--- src/rtl/uart_imem_loader_pkg.sv ---
// Shared definitions for the UART instruction-memory loader.
//   loader_state_e : top-level load sequencer states
//   rx_state_e     : serial receiver states
//   ERR_*          : err_code values reported by the loader
package uart_imem_loader_pkg;

    typedef enum logic [2:0] {
        ST_IDLE,
        ST_LEN0,
        ST_LEN1,
        ST_DATA,
        ST_DONE,
        ST_ERR
    } loader_state_e;

    typedef enum logic [1:0] {
        RX_IDLE,
        RX_START,
        RX_DATA,
        RX_STOP
    } rx_state_e;

    localparam logic [1:0] ERR_NONE    = 2'd0;
    localparam logic [1:0] ERR_FRAMING = 2'd1;
    localparam logic [1:0] ERR_LENGTH  = 2'd2;

endpackage

--- src/rtl/uart_rx_byte.sv ---
// 8N1 UART byte receiver.
//   clk_i       : system clock
//   rst_i       : synchronous active-high reset
//   rx_i        : asynchronous serial input, idle high
//   rx_valid_o  : one-cycle pulse, rx_byte_o holds a good byte
//   rx_byte_o   : received byte
//   rx_ferr_o   : one-cycle pulse, stop bit was sampled low
//
// state    | meaning
// RX_IDLE  | waiting for a falling edge on the synchronized line
// RX_START | half-bit wait, then confirm start bit is still low
// RX_DATA  | sampling 8 data bits, LSB first
// RX_STOP  | sampling stop bit
module uart_rx_byte
    import uart_imem_loader_pkg::*;
#(
    parameter int CLKS_PER_BIT = 10
) (
    input  logic       clk_i,
    input  logic       rst_i,
    input  logic       rx_i,
    output logic       rx_valid_o,
    output logic [7:0] rx_byte_o,
    output logic       rx_ferr_o
);

    localparam int TMR_W = $clog2(CLKS_PER_BIT);
    localparam logic [TMR_W-1:0] TMR_HALF = TMR_W'(CLKS_PER_BIT / 2 - 1);
    localparam logic [TMR_W-1:0] TMR_FULL = TMR_W'(CLKS_PER_BIT - 1);

    rx_state_e        state_q, state_d;
    logic             rx_meta_q, rx_sync_q, rx_prev_q;
    logic [TMR_W-1:0] tmr_q, tmr_d;
    logic [2:0]       bit_idx_q, bit_idx_d;
    logic [7:0]       shift_q, shift_d;
    logic             valid_q, valid_d;
    logic             ferr_q, ferr_d;
    logic             tmr_tc;

    assign tmr_tc = (tmr_q == '0);

    always_comb begin
        state_d   = state_q;
        tmr_d     = tmr_q;
        bit_idx_d = bit_idx_q;
        shift_d   = shift_q;
        valid_d   = 1'b0;
        ferr_d    = 1'b0;
        case (state_q)
            RX_IDLE: begin
                if (rx_prev_q && !rx_sync_q) begin
                    tmr_d   = TMR_HALF;
                    state_d = RX_START;
                end
            end
            RX_START: begin
                if (!tmr_tc) begin
                    tmr_d = tmr_q - 1'b1;
                end else if (rx_sync_q) begin
                    // line went back high by mid-bit: treat as a glitch
                    state_d = RX_IDLE;
                end else begin
                    tmr_d     = TMR_FULL;
                    bit_idx_d = '0;
                    state_d   = RX_DATA;
                end
            end
            RX_DATA: begin
                if (!tmr_tc) begin
                    tmr_d = tmr_q - 1'b1;
                end else begin
                    shift_d   = {rx_sync_q, shift_q[7:1]};
                    tmr_d     = TMR_FULL;
                    bit_idx_d = bit_idx_q + 1'b1;
                    if (bit_idx_q == 3'd7) begin
                        state_d = RX_STOP;
                    end
                end
            end
            RX_STOP: begin
                if (!tmr_tc) begin
                    tmr_d = tmr_q - 1'b1;
                end else begin
                    valid_d = rx_sync_q;
                    ferr_d  = !rx_sync_q;
                    state_d = RX_IDLE;
                end
            end
            default: state_d = RX_IDLE;
        endcase
    end

    always_ff @(posedge clk_i) begin
        if (rst_i) begin
            state_q   <= RX_IDLE;
            rx_meta_q <= 1'b1;
            rx_sync_q <= 1'b1;
            rx_prev_q <= 1'b1;
            tmr_q     <= '0;
            bit_idx_q <= '0;
            shift_q   <= '0;
            valid_q   <= 1'b0;
            ferr_q    <= 1'b0;
        end else begin
            state_q   <= state_d;
            rx_meta_q <= rx_i;
            rx_sync_q <= rx_meta_q;
            rx_prev_q <= rx_sync_q;
            tmr_q     <= tmr_d;
            bit_idx_q <= bit_idx_d;
            shift_q   <= shift_d;
            valid_q   <= valid_d;
            ferr_q    <= ferr_d;
        end
    end

    assign rx_valid_o = valid_q;
    assign rx_ferr_o  = ferr_q;
    assign rx_byte_o  = shift_q;

endmodule

--- src/rtl/uart_imem_loader.sv ---
// Loads a program image received over UART into instruction memory and holds
// the CPU in reset while loading or after a failed load.
//   clk_i, rst_i   : clock, synchronous active-high reset
//   start_i        : one-cycle pulse, arms a new load
//   uart_rx_i      : serial input, idle high
//   imem_we_o      : one-cycle write strobe
//   imem_addr_o    : word address of write
//   imem_wdata_o   : word to write
//   cpu_hold_o     : keep CPU in reset (busy or error)
//   busy_o         : load in progress
//   done_o         : sticky, last load completed
//   err_o          : sticky, last load aborted
//   err_code_o     : ERR_NONE / ERR_FRAMING / ERR_LENGTH
//
// state   | meaning
// ST_IDLE | no load since reset
// ST_LEN0 | waiting for word count low byte
// ST_LEN1 | waiting for word count high byte, then length check
// ST_DATA | assembling and writing words
// ST_DONE | image complete, CPU released
// ST_ERR  | load aborted, CPU held
module uart_imem_loader
    import uart_imem_loader_pkg::*;
#(
    parameter int CLK_FREQ_HZ = 23_000_000,
    parameter int BAUD        = 115_200,
    parameter int ADDR_W      = 14
) (
    input  logic              clk_i,
    input  logic              rst_i,
    input  logic              start_i,
    input  logic              uart_rx_i,
    output logic              imem_we_o,
    output logic [ADDR_W-1:0] imem_addr_o,
    output logic [31:0]       imem_wdata_o,
    output logic              cpu_hold_o,
    output logic              busy_o,
    output logic              done_o,
    output logic              err_o,
    output logic [1:0]        err_code_o
);

    localparam int CLKS_PER_BIT = CLK_FREQ_HZ / BAUD;
    localparam logic [16:0] CAPACITY = 17'(2 ** ADDR_W);

    logic       rx_valid, rx_ferr;
    logic [7:0] rx_byte;

    uart_rx_byte #(
        .CLKS_PER_BIT(CLKS_PER_BIT)
    ) u_rx (
        .clk_i     (clk_i),
        .rst_i     (rst_i),
        .rx_i      (uart_rx_i),
        .rx_valid_o(rx_valid),
        .rx_byte_o (rx_byte),
        .rx_ferr_o (rx_ferr)
    );

    loader_state_e     state_q, state_d;
    logic [7:0]        len_lo_q, len_lo_d;
    logic [ADDR_W:0]   n_q, n_d;
    logic [ADDR_W:0]   word_cnt_q, word_cnt_d;
    logic [1:0]        byte_cnt_q, byte_cnt_d;
    logic [31:0]       word_buf_q, word_buf_d;
    logic              we_q, we_d;
    logic [ADDR_W-1:0] addr_q, addr_d;
    logic [31:0]       wdata_q, wdata_d;
    logic [1:0]        err_code_q, err_code_d;
    logic [16:0]       n_full;

    assign n_full = {1'b0, rx_byte, len_lo_q};

    always_comb begin
        state_d    = state_q;
        len_lo_d   = len_lo_q;
        n_d        = n_q;
        word_cnt_d = word_cnt_q;
        byte_cnt_d = byte_cnt_q;
        word_buf_d = word_buf_q;
        we_d       = 1'b0;
        addr_d     = addr_q;
        wdata_d    = wdata_q;
        err_code_d = err_code_q;
        case (state_q)
            ST_IDLE, ST_DONE, ST_ERR: begin
                if (start_i) begin
                    state_d    = ST_LEN0;
                    err_code_d = ERR_NONE;
                    word_cnt_d = '0;
                    byte_cnt_d = '0;
                    word_buf_d = '0;
                end
            end
            ST_LEN0: begin
                if (rx_ferr) begin
                    state_d    = ST_ERR;
                    err_code_d = ERR_FRAMING;
                end else if (rx_valid) begin
                    len_lo_d = rx_byte;
                    state_d  = ST_LEN1;
                end
            end
            ST_LEN1: begin
                if (rx_ferr) begin
                    state_d    = ST_ERR;
                    err_code_d = ERR_FRAMING;
                end else if (rx_valid) begin
                    if (n_full == '0) begin
                        state_d = ST_DONE;
                    end else if (n_full > CAPACITY) begin
                        state_d    = ST_ERR;
                        err_code_d = ERR_LENGTH;
                    end else begin
                        n_d     = n_full[ADDR_W:0];
                        state_d = ST_DATA;
                    end
                end
            end
            ST_DATA: begin
                if (rx_ferr) begin
                    state_d    = ST_ERR;
                    err_code_d = ERR_FRAMING;
                end else if (we_q && word_cnt_q == n_q) begin
                    // final word strobed this cycle; word_cnt already advanced
                    state_d = ST_DONE;
                end else if (rx_valid) begin
                    case (byte_cnt_q)
                        2'd0:    word_buf_d[7:0]   = rx_byte;
                        2'd1:    word_buf_d[15:8]  = rx_byte;
                        2'd2:    word_buf_d[23:16] = rx_byte;
                        default: word_buf_d[31:24] = rx_byte;
                    endcase
                    byte_cnt_d = byte_cnt_q + 1'b1;
                    if (byte_cnt_q == 2'd3) begin
                        we_d       = 1'b1;
                        addr_d     = word_cnt_q[ADDR_W-1:0];
                        wdata_d    = {rx_byte, word_buf_q[23:0]};
                        word_cnt_d = word_cnt_q + 1'b1;
                    end
                end
            end
            default: state_d = ST_IDLE;
        endcase
    end

    always_ff @(posedge clk_i) begin
        if (rst_i) begin
            state_q    <= ST_IDLE;
            len_lo_q   <= '0;
            n_q        <= '0;
            word_cnt_q <= '0;
            byte_cnt_q <= '0;
            word_buf_q <= '0;
            we_q       <= 1'b0;
            addr_q     <= '0;
            wdata_q    <= '0;
            err_code_q <= ERR_NONE;
        end else begin
            state_q    <= state_d;
            len_lo_q   <= len_lo_d;
            n_q        <= n_d;
            word_cnt_q <= word_cnt_d;
            byte_cnt_q <= byte_cnt_d;
            word_buf_q <= word_buf_d;
            we_q       <= we_d;
            addr_q     <= addr_d;
            wdata_q    <= wdata_d;
            err_code_q <= err_code_d;
        end
    end

    assign busy_o       = (state_q == ST_LEN0) || (state_q == ST_LEN1) || (state_q == ST_DATA);
    assign done_o       = (state_q == ST_DONE);
    assign err_o        = (state_q == ST_ERR);
    assign cpu_hold_o   = busy_o || err_o;
    assign err_code_o   = err_code_q;
    assign imem_we_o    = we_q;
    assign imem_addr_o  = addr_q;
    assign imem_wdata_o = wdata_q;

endmodule

--- config.mk ---
export PLATFORM = sky130hd
export DESIGN_NAME = uart_imem_loader
export DESIGN_NICKNAME = d
export VERILOG_FILES = /design/src/rtl/uart_imem_loader_pkg.sv /design/src/rtl/uart_rx_byte.sv /design/src/rtl/uart_imem_loader.sv
export SDC_FILE = /design/constraint.sdc
export NUM_CORES = 1
export LEC_CHECK = 0
export CAP_MARGIN = 10
export CORE_MARGIN = 2
export CORE_UTILIZATION = 37
export CTS_CLUSTER_SIZE = 30
export DETAILED_ROUTE_END_ITERATION = 6
export MAX_ROUTING_LAYER = met4
export SLEW_MARGIN = 30
export SYNTH_ARGS = -nofsm -noshare
export SYNTH_HDL_FRONTEND = slang
export SYNTH_HIERARCHICAL = 1
export SYNTH_SLANG_ARGS = --single-unit
--- constraint.sdc ---
create_clock -name clk_i -period 5.25 [get_ports clk_i]
set_clock_uncertainty 0.05 [all_clocks]
set_input_delay 0.7875 -clock clk_i [delete_from_list [all_inputs] [get_ports clk_i]]
set_output_delay 0.7875 -clock clk_i [all_outputs]
set_load 0.02 [all_outputs]
== Yosys cells after proc, flatten, opt, wreduce, memory -nomap -nowiden ==
Cells that the tools add are included.

* Bits in registers: 142
* Bits of input ports: 4
* Output and inout port bits: 53
* Logic and storage cells: 154

* Add/subtract/negate cells: 4
* Magnitude comparators: 1
* Eq/ne operators: 35
* Multiplexer cells: 53
* Bitwise gates (word level): 8
* Reduce and logical (&&, ||, !) cells: 32

{| class="wikitable"
|+ Operators with widths
! cell !! number
|-
| $mux W24 || 4
|-
| $mux W15 || 5
|-
| $mux W8 || 8
|-
| $pmux W24 S2 || 1
|-
| $mux W3 || 12
|-
| $pmux W8 S4 || 1
|-
| $mux W2 || 15
|-
| $pmux W15 S2 || 1
|-
| $reduce_and A6 Y1 || 5
|-
| $ne A2 B1 Y1 const B || 10
|-
| $reduce_and A5 Y1 || 4
|-
| $logic_not A17 Y1 || 1
|-
| $gt A16 B15 Y1 const B || 1
|-
| $add A15 B1 Y15 const B || 1
|-
| $eq A15 B15 Y1 || 1
|-
| $ne A2 B2 Y1 const B || 6
|-
| $pmux W3 S4 || 1
|-
| $eq A3 B3 Y1 const B || 3
|-
| $ne A3 B2 Y1 const B || 3
|-
| $eq A2 B2 Y1 const B || 4
|-
| $logic_not A8 Y1 || 1
|-
| $not A1 Y1 || 8
|-
| $pmux W2 S4 || 1
|-
| $reduce_and A4 Y1 || 2
|-
| 24 further kinds || 34
|}

== Logic depth before layout (Yosys ltp) ==
Gate-level depths: netlist of the first run.

* Depth in word-level cells: 6
* Mapped depth: 10
* Gate-level depth less buffers: 6

== Cells and area by module ==
Netlist of the first run, hierarchy kept.

{| class="wikitable"
|+ Modules (own cells, without submodules)
! module !! instances !! cells each !! area an instance (um^2) !! sequential area each (um^2)
|-
| uart_imem_loader || 1 || 555 || 4,959.8 || 2,322.2
|-
| uart_rx_byte || 1 || 146 || 1,313.8 || 520.5
|}

== Worst setup path before layout of the first run ==
No wires, ideal clock.

* Kind: reg-to-reg
* Start point: reg u_rx.shift_q[0] (netlist: u_rx/rx_byte_o[0])
* End point: reg n_q[10]
* Library setup time: 0.128 ns
* Arrival: 1.860 ns
* Data required time: 5.072 ns
* Setup slack: 3.212 ns
* Stages on the path, launching flop included: 8
* Path buffers: 1
* Period minus slack after synthesis: 2.038 ns
* Path through: dfxtp_1 > nor4_1 > nand4_1 > mux2i_1 > nor3_2 > buf_4 > mux2i_1 > nor2_1

* Word-level cells in the longest chain between the ends: 3
* Elaborated cells between the ends (all ways): 5
* Classes of those cells: order compare (1); bitwise (2); reduce/logical (2)

{| class="wikitable"
|+ Ends and longest elaborated chain
! element !! RTL line !! text
|-
| from (decl) || uart_rx_byte.sv:35 || <nowiki>logic [7:0] shift_q, shift_d;</nowiki>
|-
| from (signal assigned) || uart_rx_byte.sv:111 || <nowiki>shift_q <= shift_d;</nowiki>
|-
| $gt A16 B15 Y1 / $logic_not A17 Y1 (equally long branches) || uart_imem_loader.sv:111, uart_imem_loader.sv:109 ||
|-
| $not A1 Y1 (no source line) || -- ||
|-
| $reduce_and A5 Y1 (no source line) * || -- ||
|-
| to (signal assigned) || uart_imem_loader.sv:162 || <nowiki>n_q <= n_d;</nowiki>
|-
| to (decl) || uart_imem_loader.sv:62 || <nowiki>logic [ADDR_W:0] n_q, n_d;</nowiki>
|}

Mark *: on every way between the ends. The rest lies on a longest branch, timed or not.
A chain may end at the register's enable or synchronous reset.

==> impl_metrics.tcl, run 1 <==
set metrics [dict create \
    ys_async_sr_fraction_pct 0 \
    crit_path_end_kind "output port" \
    maxCapViolations 0 \
    cts_buffer_depth 2 \
    crit_type "register to output port" \
    worst_slack_ns 2.22 \
    final_layout_size_suffix_gt1_share_pct 11.1 \
    mappedNetlistArea_um2 6270 \
    fp.dieArea_um2 18000 \
    clk_pin_slew_ns 0.06 \
    clkLatencyLatePin_ns 0.42 \
    rsz0062_at_grt "no" \
    synthesis.nets 718 \
    core_region_area_um2 16600 \
    tritoncts "done" \
    synth_simple_gate_area_share_pct 23.7 \
    root_buffer "clkbuf_16" \
    rows 47 \
    synth-compound-area-share_pct 11.7 \
    layout_common_cells "dfxtp_1, nand2_1, nor2_1" \
    grt-ovfl-total 0 \
    start_kind "register" \
    synth_cell_types 63 \
    drt_pass1_iterations 5 \
    vias 4900 \
    route.antenna.remaining_nets 0 \
    dp_cells 943 \
    fmax_ghz 0.330 \
    place.gp.congestion 0.838 \
    worst_slew_pin_slew_ns 0.888 \
    synth_edf_count 0 \
    via_per_inst 5.03 \
    cp_cell_sequence "nor2_1, nor2_1, clkdlybuf4s50_1" \
    pre_cts_ws_ns 2.64 \
    fin_cells 975 \
    synthAdderAreaFrac_pct 2.59 \
    diodes 0 \
    antenna_found_initial 0 \
    port_buffers 56 \
    cts.sinks 142 \
    cts_resized 0 \
    die_w_um 134 \
    max_stage_delay_ns 0.73 \
    ios 57 \
    finalWirelength_um 13700 \
    synth_cells 701 \
    filler_cell_count 1609 \
    cp_max_fo 25 \
    cp_top_family "flip-flops" \
    hold_viol_final 0 \
    slew_headroom_pct 40.4 \
    hold_class "register to register" \
    synth_area_per_cell_um2 8.95 \
    cp.required_ns 4.41 \
    fin_nets 759 \
    yosys_warnings 6 \
    cts_setup_buffers 0 \
    wire_per_inst_um 14.0 \
    critical-path-slowest-cell "dfxtp_1" \
    synth_xor_area_share_pct 4.21 \
    grt_usage_pct 16.2 \
    worstPathArrival_ns 2.19 \
    ys.flop_type "dfxtp_1" \
    grt_pass1_vias 4636 \
    start_util_pct 37.8 \
    post-dp-hpwl_um 9400 \
    cts-buffers-inserted 17 \
    ys_seq_elements 142 \
    die_h_um 134 \
    maxSlewViolCount 0 \
    area.growth.synth_to_final_pct 19.8 \
    final_common_cell "dfxtp_1" \
    power-per-cell-area_nw_per_um2 343 \
    drcViolationCount 0 \
    finalSetupTns_ns 0 \
    setup-violations-final 0 \
    min_period_over_period_pct 57.7 \
    grt_pass1_wl_um 22800 \
    htree_num_levels 4 \
    cp_common_cell "nor2_1" \
    synth.area.mux_share_pct 8.16 \
    outcome "completed" \
    fin_crit_ns 3.03 \
    grt_start_max_net_pins 69 \
    leakage_nw 2.56 \
    yosysSeqAreaShare_pct 45.3 \
    path_buf_inv 1 \
    synth_top_family_by_area "simple AND/OR/NAND/NOR gates" \
    ir_drop_v 0.000235 \
    cts_hold_buffers 0 \
    drt-initial-drc-count 257 \
]
[Yosys cell counts (all sizes together), types with 2 or more instances]
cell type	instances	area [µm²]
nand3	22	115
nand2	119	488
a21oi	68	382
a31oi	5	31.3
nor3	17	106
nor2b	4	25.0
ha	13	163
xor2	6	52.6
o21ai	11	66.3
a211oi	2	15.0
a311oi	2	17.5
nor2	79	297
dfxtp	142	2840
a31o	3	26.3
nand2b	11	68.8
o22ai	4	25.0
mux2i	50	500
and3	13	81.3
nor4	11	98.8
buf	15	140
nand4	12	81.3
o21a	4	30.0
or2	4	25.0
or4	2	15.0
xnor2	22	211
nand3b	2	15.0
o31a	2	17.5
clkbuf	22	82.6
inv	13	48.8
[cells by family after synthesis]
family | count (synthesis)
compound gates | 114
xor+xnor | 28
fa+ha+maj | 13
buf+inv | 50
flops | 142
mux | 51
simple gates | 303
[flip-flops by register name, summed over array words and instances (netlist names), 8 cells and up, named ones only]
register and flops:
imem_addr_o 14, word_buf_q 24, u_rx/tmr_q 8, word_cnt_q 15
imem_wdata_o 32, u_rx/rx_byte_o 8, len_lo_q 8, n_q 15
[final timing paths]
| kind | startpoint | to | slack (ns) | cells past startpoint |
|---|---|---|---|---|
| max | state_q[1]$_SDFFE_PP0P_ | busy_o | 2.22 | 3 |
| min | u_rx/rx_meta_q$_SDFF_PP1_ | u_rx/rx_sync_q$_SDFF_PP1_ | 0.36 | 1 |
| max reg2reg | state_q[1]$_SDFFE_PP0P_ | word_cnt_q[5]$_SDFFE_PP0P_ | 2.64 | 5 |
| min reg2reg | u_rx/rx_meta_q$_SDFF_PP1_ | u_rx/rx_sync_q$_SDFF_PP1_ | 0.36 | 1 |
[stage by stage]
step                util [%]  instance area [µm²]  power [mW]  hold slack [ns]
floorplan                  -                 6270        1.33            0.339
CTS                     45.3                 7520        2.61            0.363
global placement        41.7                 6910        1.38            0.343
finish                  45.3                 7520        2.58            0.362
detailed placement      41.7                 6910        1.38            0.349
global route            45.3                 7520        2.69            0.370
[area by class of cell]
cell class                      count  area (µm²)  area share, %
Multi-Input combinational cell    509        3160           42.1
Sequential cell                   142        2840           37.8
Timing Repair Buffer               59         581           7.72
Clock buffer                       19         453           6.03
Tap cell                          220         275           3.66
Clock inverter                     13         155           2.06
Inverter                           13        48.8          0.649
[power by group]
group	switching, mW	internal (mW)
combinational	0.153	0.0916
sequential	0.0224	1.09
clock	0.484	0.735
[routing by layer]
metal  track usage, %  wire (µm)
met5                -          0
met1             19.9       6460
met4             5.61        167
met3             3.63        454
met2             26.3       6600
Note: power is estimated with default switching activity, not from simulation.
==> run 2, diff against run 1 <==
- clock period: 5.25 -> 2.4 ns (I/O delays scaled with it)
==> run 2 against run 1 <==
Register-to-register slack got worse by 2.4 ns. Global-route usage rose by 1.2 points. Worst setup slack got worse by 2.1 ns. Critical endpoint is now cpu_hold_o. Largest power group unchanged.
==> impl_metrics.tcl, run 2 (same netlist as run 1, synthesis figures left out) <==
set metrics [dict create \
    port_buffers 56 \
    critical-path-slowest-cell "clkdlybuf4s50_1" \
    post-dp-hpwl_um 10400 \
    cp_max_fo 9 \
    max_stage_delay_ns 0.64 \
    drt_pass1_iterations 5 \
    die_h_um 134 \
    grt_pass1_wl_um 24600 \
    cts_setup_buffers 0 \
    switchingPower_mw 1.43 \
    rsz0062_at_grt "no" \
    p_seq_share_pct 43.6 \
    grt_start_max_net_pins 49 \
    holdWs_ns 0.295 \
    maxSlewViolCount 0 \
    grt-ovfl-total 0 \
    diodes 0 \
    grt_pass1_vias 5003 \
    grt_usage_pct 17.4 \
    root_buffer "clkbuf_16" \
    tritoncts "done" \
    wire_per_inst_um 14.4 \
    slew_headroom_pct 58.7 \
    switching_share_pct 25.6 \
    area.growth.synth_to_final_pct 24.3 \
    finalSetupTns_ns 0 \
    layout_common_cells "dfxtp_1, nand2_1, nor2_1" \
    clkLatencyLatePin_ns 0.42 \
    rows 47 \
    worst_slew_pin_slew_ns 0.620 \
    power-per-cell-area_nw_per_um2 716 \
    min_period_over_period_pct 94.0 \
    final_common_cell "dfxtp_1" \
    drcViolationCount 0 \
    finalPower_mw 5.58 \
    cts_hold_buffers 0 \
    leakage_nw 2.78 \
    maxCapViolations 0 \
    start_util_pct 37.8 \
    comb_power_share_pct 9.9 \
    die_w_um 134 \
    fp.dieArea_um2 18000 \
    cp_top_family "buffers and inverters" \
    cts_buffer_depth 2 \
    p_clk_share_pct 46.5 \
    outcome "completed" \
    ir_drop_v 0.000481 \
    cts-buffers-inserted 17 \
    route.antenna.remaining_nets 0 \
    htree_num_levels 4 \
    finalCoreUtilization_pct 47.0 \
    final_layout_size_suffix_gt1_share_pct 14.8 \
    core_region_area_um2 16600 \
    fin_crit_ns 2.26 \
    via_per_inst 5.02 \
    fmax_ghz 0.443 \
    finalWirelength_um 14500 \
    cp.required_ns 1.99 \
    worst_slack_ns 0.144 \
    drt-initial-drc-count 293 \
    vias 5057 \
    fin_nets 792 \
    place.gp.congestion 0.903 \
    hold_class "input pin to register" \
    crit_path_end_kind "output port" \
    start_kind "register" \
    hold_viol_final 0 \
    ios 57 \
    setup-violations-final 0 \
    cts.sinks 142 \
    pre_cts_ws_ns 0.0843 \
    antenna_found_initial 0 \
    worstPathArrival_ns 1.85 \
    filler_cell_count 1599 \
    crit_type "register to output port" \
    internal_power_mw 4.15 \
    cts_resized 1 \
    path_buf_inv 1 \
    clk_pin_slew_ns 0.06 \
    largest_register_ffs 32 \
    cp_cell_sequence "nor2_1, a21oi_1, clkdlybuf4s50_1" \
]
-- run 2: changes by cell type in the layout (fill, tap and decap cells not counted), moves of 2 or more --
| cell | delta |
|---|---|
| clkbuf_8 | -2 |
| buf_12 | +4 |
| clkinvlp_4 | -3 |
| clkinv_2 | +2 |
| buf_4 | +29 |
| clkbuf_1 | +2 |
| clkdlybuf4s50_1 | -2 |
-- run 2: through the flow --
step / instance area, µm² / cells
5_1_grt: 7800 / 1008
6_report: 7800 / 1008
2_1_floorplan: 6270 / 701
3_5_place_dp: 7210 / 976
3_3_place_gp: 7210 / 976
4_1_cts: 7790 / 1008
-- run 2: final timing paths --
kind                            slack, ns                   startpoint  depth (start not counted)                      endpoint
worst min register to register       0.36    u_rx/rx_meta_q$_SDFF_PP1_                          1     u_rx/rx_sync_q$_SDFF_PP1_
worst max-delay path                 0.14      state_q[0]$_SDFFE_PP0P_                          3                    cpu_hold_o
worst min-delay path                 0.29                        rst_i                          2      len_lo_q[0]$_SDFFE_PP0P_
worst max register to register       0.21  word_cnt_q[12]$_SDFFE_PP0P_                          7  imem_wdata_o[5]$_SDFFE_PP0P_
-- run 2: cell type report --
class                      instances  area (µm²)  share of cell area, %
clock buffer                      19         433                   5.55
clock inverter                    13         151                   1.94
inverter                          13        48.8                  0.626
multi-input combinational        509        3170                   40.6
sequential                       142        2840                   36.5
tap                              220         275                   3.53
timing repair buffer              92         880                   11.3
-- run 2: worst reg2reg max path: cells and delay by family, from the launching register on --
kind | cells | cell delay [ns]
AO/OA/AOI/OAI | 1 | 0.14
XOR/XNOR | 1 | 0.15
buffers and inverters | 1 | 0.19
flip-flops | 1 | 0.45
AND/OR/NAND/NOR | 4 | 1.15
-- run 2: power groups by stage --
| stage | sequential [mW] | combinational (mW) | clock [mW] |
|---|---|---|---|
| after global routing | 2.44 | 0.612 | 2.78 |
| after floorplan | 2.47 | 0.432 | 0 |
| after CTS | 2.43 | 0.553 | 2.67 |
| after global placement | 2.48 | 0.539 | 0 |
| after detailed placement | 2.48 | 0.549 | 0 |
| final | 2.43 | 0.552 | 2.60 |
-- run 2: layer usage --
layer | vias to the layer above | track usage, % | routed length [µm]
li1 | 2554 | - | -
met1 | 2403 | 21.4 | 6780
met2 | 87 | 28.7 | 7020
met3 | 13 | 4.27 | 484
met4 | 0 | 4.91 | 175
met5 | - | - | 0
